File: config.mk
export PLATFORM = sky130hd
export DESIGN_NAME = asrv32_mem_arbiter
export DESIGN_NICKNAME = d
export VERILOG_FILES = /design/src/rtl/asrv32_mem_arbiter.sv
export SDC_FILE = /design/constraint.sdc
export NUM_CORES = 1
export LEC_CHECK = 0
export BUFFER_PORTS_ARGS = -buffer_cell sky130_fd_sc_hd__buf_2
export CORE_AREA = 2 2 121 123
export DETAILED_ROUTE_END_ITERATION = 8
export DIE_AREA = 0 0 123 125
export GPL_TIMING_DRIVEN = 0
export PLACE_DENSITY = 0.5
export SLEW_MARGIN = 20
export SYNTH_ARGS = -nofsm -noshare
export SYNTH_HDL_FRONTEND = slang
export SYNTH_SLANG_ARGS = --single-unit
export TNS_END_PERCENT = 30
File: constraint.sdc
create_clock -name clk -period 1.7 [get_ports clk]
set_clock_uncertainty 0.2 [all_clocks]
set_input_delay 0.085 -clock clk [delete_from_list [all_inputs] [get_ports clk]]
set_output_delay 0.085 -clock clk [all_outputs]
set_load 0.02 [all_outputs]
File: src/rtl/asrv32_mem_arbiter.sv
// Three-port memory arbiter (debug, load/store, fetch) in front of one synchronous memory.
// One access every two cycles; debug always first, load/store and fetch alternate under contention.
module asrv32_mem_arbiter #(
    parameter int ADDR_WIDTH = 32
) (
    input  logic                  clk,
    input  logic                  rst_n,
    input  logic                  i_dbg_req,
    input  logic [ADDR_WIDTH-1:0] i_dbg_addr,
    input  logic [31:0]           i_dbg_wdata,
    input  logic                  i_dbg_wr_en,
    input  logic [3:0]            i_dbg_wr_mask,
    output logic                  o_dbg_ack,
    input  logic                  i_d_req,
    input  logic [ADDR_WIDTH-1:0] i_d_addr,
    input  logic [31:0]           i_d_wdata,
    input  logic                  i_d_wr_en,
    input  logic [3:0]            i_d_wr_mask,
    output logic                  o_d_ack,
    input  logic                  i_if_req,
    input  logic [ADDR_WIDTH-1:0] i_if_addr,
    output logic                  o_if_ack,
    output logic [31:0]           o_rdata,
    output logic                  o_mem_en,
    output logic [ADDR_WIDTH-1:0] o_mem_addr,
    output logic [31:0]           o_mem_wdata,
    output logic                  o_mem_wr_en,
    output logic [3:0]            o_mem_wr_mask,
    input  logic [31:0]           i_mem_rdata
);
    typedef enum logic [1:0] {ST_IDLE, ST_ACCESS, ST_RESP} state_t;
    typedef enum logic [1:0] {GNT_DBG = 2'd0, GNT_D = 2'd1, GNT_IF = 2'd2} grant_t;

    state_t     state_reg;
    grant_t     grant_reg;
    logic       last_d_reg;

    logic [2:0] req_vec;
    logic [2:0] req_elig;
    logic       arb_valid;
    grant_t     arb_grant;
    logic       access_active;
    logic       resp_active;
    logic       sel_wr_en;

    assign req_vec = {i_if_req, i_d_req, i_dbg_req};

    // The port acknowledged this cycle sits out the arbitration that closes its own RESP.
    always_comb begin
        req_elig = req_vec;
        if (state_reg == ST_RESP) begin
            case (grant_reg)
                GNT_D:   req_elig[1] = 1'b0;
                GNT_IF:  req_elig[2] = 1'b0;
                default: req_elig[0] = 1'b0;
            endcase
        end
    end

    always_comb begin
        arb_valid = |req_elig;
        arb_grant = GNT_DBG;
        if (req_elig[0]) begin
            arb_grant = GNT_DBG;
        end else if (req_elig[1] && !(last_d_reg && req_elig[2])) begin
            arb_grant = GNT_D;
        end else if (req_elig[2]) begin
            arb_grant = GNT_IF;
        end
    end

    always_ff @(posedge clk) begin
        if (!rst_n) begin
            state_reg  <= ST_IDLE;
            grant_reg  <= GNT_DBG;
            last_d_reg <= 1'b0;
        end else begin
            case (state_reg)
                ST_IDLE, ST_RESP: begin
                    if (arb_valid) begin
                        state_reg  <= ST_ACCESS;
                        grant_reg  <= arb_grant;
                        last_d_reg <= (arb_grant == GNT_D);
                    end else begin
                        state_reg <= ST_IDLE;
                    end
                end
                ST_ACCESS: state_reg <= ST_RESP;
                default:   state_reg <= ST_IDLE;
            endcase
        end
    end

    // Reset gates strobes and acks directly so an access interrupted by reset never commits.
    assign access_active = rst_n && (state_reg == ST_ACCESS);
    assign resp_active   = rst_n && (state_reg == ST_RESP);

    always_comb begin
        case (grant_reg)
            GNT_D: begin
                o_mem_addr    = i_d_addr;
                o_mem_wdata   = i_d_wdata;
                sel_wr_en     = i_d_wr_en;
                o_mem_wr_mask = i_d_wr_mask;
            end
            GNT_IF: begin
                o_mem_addr    = i_if_addr;
                o_mem_wdata   = 32'd0;
                sel_wr_en     = 1'b0;
                o_mem_wr_mask = 4'd0;
            end
            default: begin
                o_mem_addr    = i_dbg_addr;
                o_mem_wdata   = i_dbg_wdata;
                sel_wr_en     = i_dbg_wr_en;
                o_mem_wr_mask = i_dbg_wr_mask;
            end
        endcase
    end

    assign o_mem_en    = access_active;
    assign o_mem_wr_en = access_active && sel_wr_en;
    assign o_dbg_ack   = resp_active && (grant_reg == GNT_DBG);
    assign o_d_ack     = resp_active && (grant_reg == GNT_D);
    assign o_if_ack    = resp_active && (grant_reg == GNT_IF);
    assign o_rdata     = resp_active ? i_mem_rdata : 32'd0;
endmodule

Yosys cells after proc, flatten, opt, wreduce, memory -nomap -nowiden
Index checks and enable logic that the tools add are counted.
Widths: inputs -> output; s select.
- flip-flop bits (word level): 5
- input port bits: 207
- output and inout port bits: 105
- logic and storage cells: 37
- eq/ne operators: 5
- muxes and demuxes: 14
- reduce and logical (&&, ||, !) cells: 15
- operators by type and width (operator ; count):
    $pmux 32 s2 ; 2
    $mux 32 ; 1
    $logic_and 1x1->1 ; 8
    $pmux 4 s2 ; 1
    $eq 2x1->1 const B ; 3
    $mux 2 ; 3
    $eq 2x2->1 const B ; 2
    $logic_not 2->1 ; 2
    $mux 1 ; 4
    $pmux 2 s2 ; 1
    $reduce_or 2->1 ; 2
    $mux 3 ; 1
    $reduce_or 3->1 ; 1
    $pmux 1 s2 ; 1
    $reduce_and 2->1 ; 1
    $logic_not 1->1 ; 1

Logic depth before layout (Yosys ltp)
- depth in word-level cells: 10
- gate-level depth with buffers: 8
- depth with buffers taken out: 6

Least setup slack after synthesis
Ideal clock, no wire load.
- path kind: register to output
- start point: register grant_reg[0]
- end point: output port o_mem_addr[0]
- arrival: 1.660 ns
- data required time: 1.415 ns
- slack: -0.245 ns
- cell stages (with the launch flop): 7
- path buffers: 2
- path through: dfxtp_1 -> inv_1 -> ha_1 -> clkbuf_1 -> buf_1 -> nor2_1 -> a21oi_1
- word-level cells in the longest chain between the ends: 2
- elaborated cells on any way between the ends: 3
- those cells by class: 2 x eq/ne; 1 x mux
- ends and longest elaborated chain (element ; line ; source):
    start: declaration ; 35 ; grant_t grant_reg;
    start signal: assignment ; 82 ; grant_reg <= arb_grant;
    $eq 2x2->1 / $eq 2x1->1 (equally long branches) ; 99 ; case (grant_reg)
    $pmux 32 s2 (*) ; 99 ;
    end: declaration ; 25 ; output logic [ADDR_WIDTH-1:0] o_mem_addr,
Mark *: on every way between the ends. The rest lies on a longest branch, timed or not.

Final worst setup path
- start point: register grant_reg[0]
- end point: output port o_mem_wdata[9]
- word-level cells in the longest chain between the ends: 2
- elaborated cells on any way between the ends: 3
- those cells by class: 2 x eq/ne; 1 x mux
- ends and longest elaborated chain (element ; line ; source):
    $eq 2x2->1 / $eq 2x1->1 (equally long branches) ; 99 ;
    $pmux 32 s2 (*) ; 99 ;
    end: declaration ; 26 ; output logic [31:0] o_mem_wdata,
Marked as above.

==> summary.txt <==
Die
  • Die H: between 100 and 150 um
  • Rows: 44
  • # IOs: between 300 and 400
  • Die area: ~15000 um2
  • Core area: roughly 14000 um2
  • Die Wd: roughly 120 um
  • Initial core utilization: 0.1144

Yosys
  • Synth Area per Inst: about 5.4 um2
  • Syn nets: between 500 and 600
  • Yosys top cell area share: 0.1570
  • Cell variety after synth: 27
  • Synth Instances: 302
  • Synth warn: 0
  • Area contributors post-synth: a22oi_1, and2_1, o21ai_0
  • Synth Cell Area: 1625 um2
  • #FFs+latches synth: 5
  • Leading area contributor after synthesis: a22oi_1
  • Sequential share of the synthesized area: 0.06159

Routing
  • Vias/cell: between 4 and 5
  • Iter 0 DRT Violations: approximately 60
  • Via count: ~3300
  • DRC Markers: 0
  • DR WL/cell: 12.99 um
  • DRT Wirelength: roughly 11 mm
  • Final ANT Viol Nets: 0
  • DRT Pass-1 Iters: 4

STA
  • Max Clk Rate: 518.8 MHz
  • Setup-failing EPs final: 73
  • Min Tclk post-route: roughly 1.9 ns
  • Setup tns final: -13.33 ns
  • Hold Slack: 0.01709 ns
  • Unrepaired setup endpoints after global routing: yes
  • Tightest Pin Transition: 0.4181 ns
  • Final Hold Viols: 0
  • Post-route setup slack: -0.2275 ns
  • Final period util: 1.134
  • Slew Viols, Final: 0
  • Slew headroom: 0.7188

Layout
  • Share of layout cells above drive strength 1: 0.7302
  • Utilization after layout: 0.3264
  • Non-Filler Instances: 814
  • Design area: around 4600 um2
  • N_diodes: 0
  • Post-layout nets: between 800 and 900
  • Layout area overhead: 185.2%

Power and ir drop
  • Net Switching: approximately 1.1 mW
  • Total power: between 2 and 2.5 mW
  • Switching share of power: 0.4493
  • LEAKAGE: ~2.4 nW
  • Cell area power density: roughly 530 nW/um2
  • Pint: 1.350 mW
  • Clk network pwr share: 0.157
  • VDD IR max: just over 0.4 mV
  • Logic pwr share: 0.786
  • Reg power frac: 0.057

Global route
  • Wire length of the first global-routing pass: ~15 mm
  • Overflow after GRT: 0
  • Total track usage: 0.1195
  • Vias in the first global route: approximately 3100
  • Initial antenna violation count: 0
  • Largest net degree at the start of global routing: 12

Worst setup path
  • Setup crit end kind: primary output
  • Max FO, Critical Path: 8
  • Startpoint types: register
  • Worst path required time: approximately 1.4 ns
  • Critical path class: reg2out
  • Worst Path Arrival: 1.64 ns

Clocking
  • CTS tree: yes
  • Clock root buffer: clkbuf_16
  • CTS Buf Count: 3
  • Worst-Skew Late Latency: about 0.22 ns
  • Max clock buf depth: 2
  • CTS clk-pin slew, worst paths: around 0.03 ns
  • CTS sink cnt: 5
  • H-tree Lvls: 1

Place
  • Post-detail-place hpwl: 8.209 mm
  • Post-DP Area: 3674 um2
  • Pre-CTS setup slack: -0.6850 ns
  • GP Congestion: 0.7884
  • Placed insts: 797
  • IO Port Bufs: ~310

Job
  • Max capacitance violation total: 0

Min path
  • Hold Path Class: in2reg

Run status
  • Violated checks: setup timing
  • Outcome: finished with violations
## Yosys cell counts
cell	count
buf_2	4
nand2b_1	1
buf_1	1
mux2i_1	1
nor2_1	33
o21ai_1	1
ha_1	3
or2b_1	1
and3b_1	1
and2_1	36
inv_1	38
clkbuf_1	22
nand2_1	38
a221oi_2	1
a21boi_0	1
and3b_2	2
a22oi_1	34
nand3b_1	1
o211a_1	1
a21oi_1	34
or3b_1	1
o21ai_0	37
nor2b_1	2
dfxtp_1	5
and3_1	1
nand3_1	1
o22ai_1	1
## critical path, cell delays in order, from the launching register on
cell	delay [ns]
dfxtp_2	0.35
inv_4	0.06
ha_4	0.30
and2_4	0.16
buf_12	0.13
buf_4	0.14
nand2_1	0.06
o21ai_2	0.07
buf_6	0.14
## metal layers
metal / share of wire / GRT usage
met5: 0 / 0
met1: 0.37 / 0.1340
met3: 0.091 / 0.02418
met4: 0.0038 / 0.008690
met2: 0.54 / 0.2359
## what timing repair did
action / in CTS / in global routing
setup buffers: 9 / 1
hold buffers: 3 / 0
pin swaps: 12 / 19
setup endpoints to repair: 108 / 105
gates cloned: 3 / 0
endpoints found under the hold margin: 3 / 0
gates resized for setup: 174 / 73
## area by class of cell
type	count	area, um2
repair buffers	327	2142
multi-input cells	232	1657
flip-flops and latches	5	107.6
clock buffers	4	78.83
well taps	184	230.2
fillers	1548	9568
plain buffers	24	275.3
inverters	38	145.1
## cell families after synthesis
family          Yosys count  share of synthesized area
simple gates            118                     0.3534
compound gates          110                     0.4026
buf+inv                  65                     0.1532
flops                     5                    0.06159
fa+ha+maj                 3                    0.02310
mux                       1                   0.006159
## power groups by stage
stage	Sequential, mW	Combinational [mW]	Clock (mW)
after floorplan	0.137	0.945	0
after global placement	0.140	1.57	0
after detailed placement	0.140	1.57	0
after CTS	0.140	1.88	0.391
after global routing	0.142	2.08	0.406
final	0.140	1.93	0.384
## final timing paths
path | start | to | slack (ns) | cells past startpoint
max | grant_reg[0]$_SDFFE_PN0P_ | o_mem_wdata[9] | -0.23 | 8
max reg2reg | grant_reg[1]$_SDFFE_PN0P_ | grant_reg[1]$_SDFFE_PN0P_ | -0.18 | 6
min reg2reg | last_d_reg$_SDFFE_PN0P_ | last_d_reg$_SDFFE_PN0P_ | 0.30 | 1
min | rst_n | grant_reg[0]$_SDFFE_PN0P_ | 0.02 | 3
## placed cells by master (no fill, tap or decap), types with 3 or more instances in the layout
cell type	instances
inv_1	36
dlygate4sd3_1	3
buf_8	7
buf_2	233
o21ai_1	7
o21ai_2	30
clkbuf_4	4
buf_6	61
and2_4	19
dfxtp_2	3
clkbuf_16	4
ha_4	3
buf_4	34
nand2_2	10
and2_1	17
clkbuf_8	3
nand2_1	26
nor2_1	33
a21oi_2	34
a22oi_1	34
No activity file was read; power rests on OpenSTA's default activity.
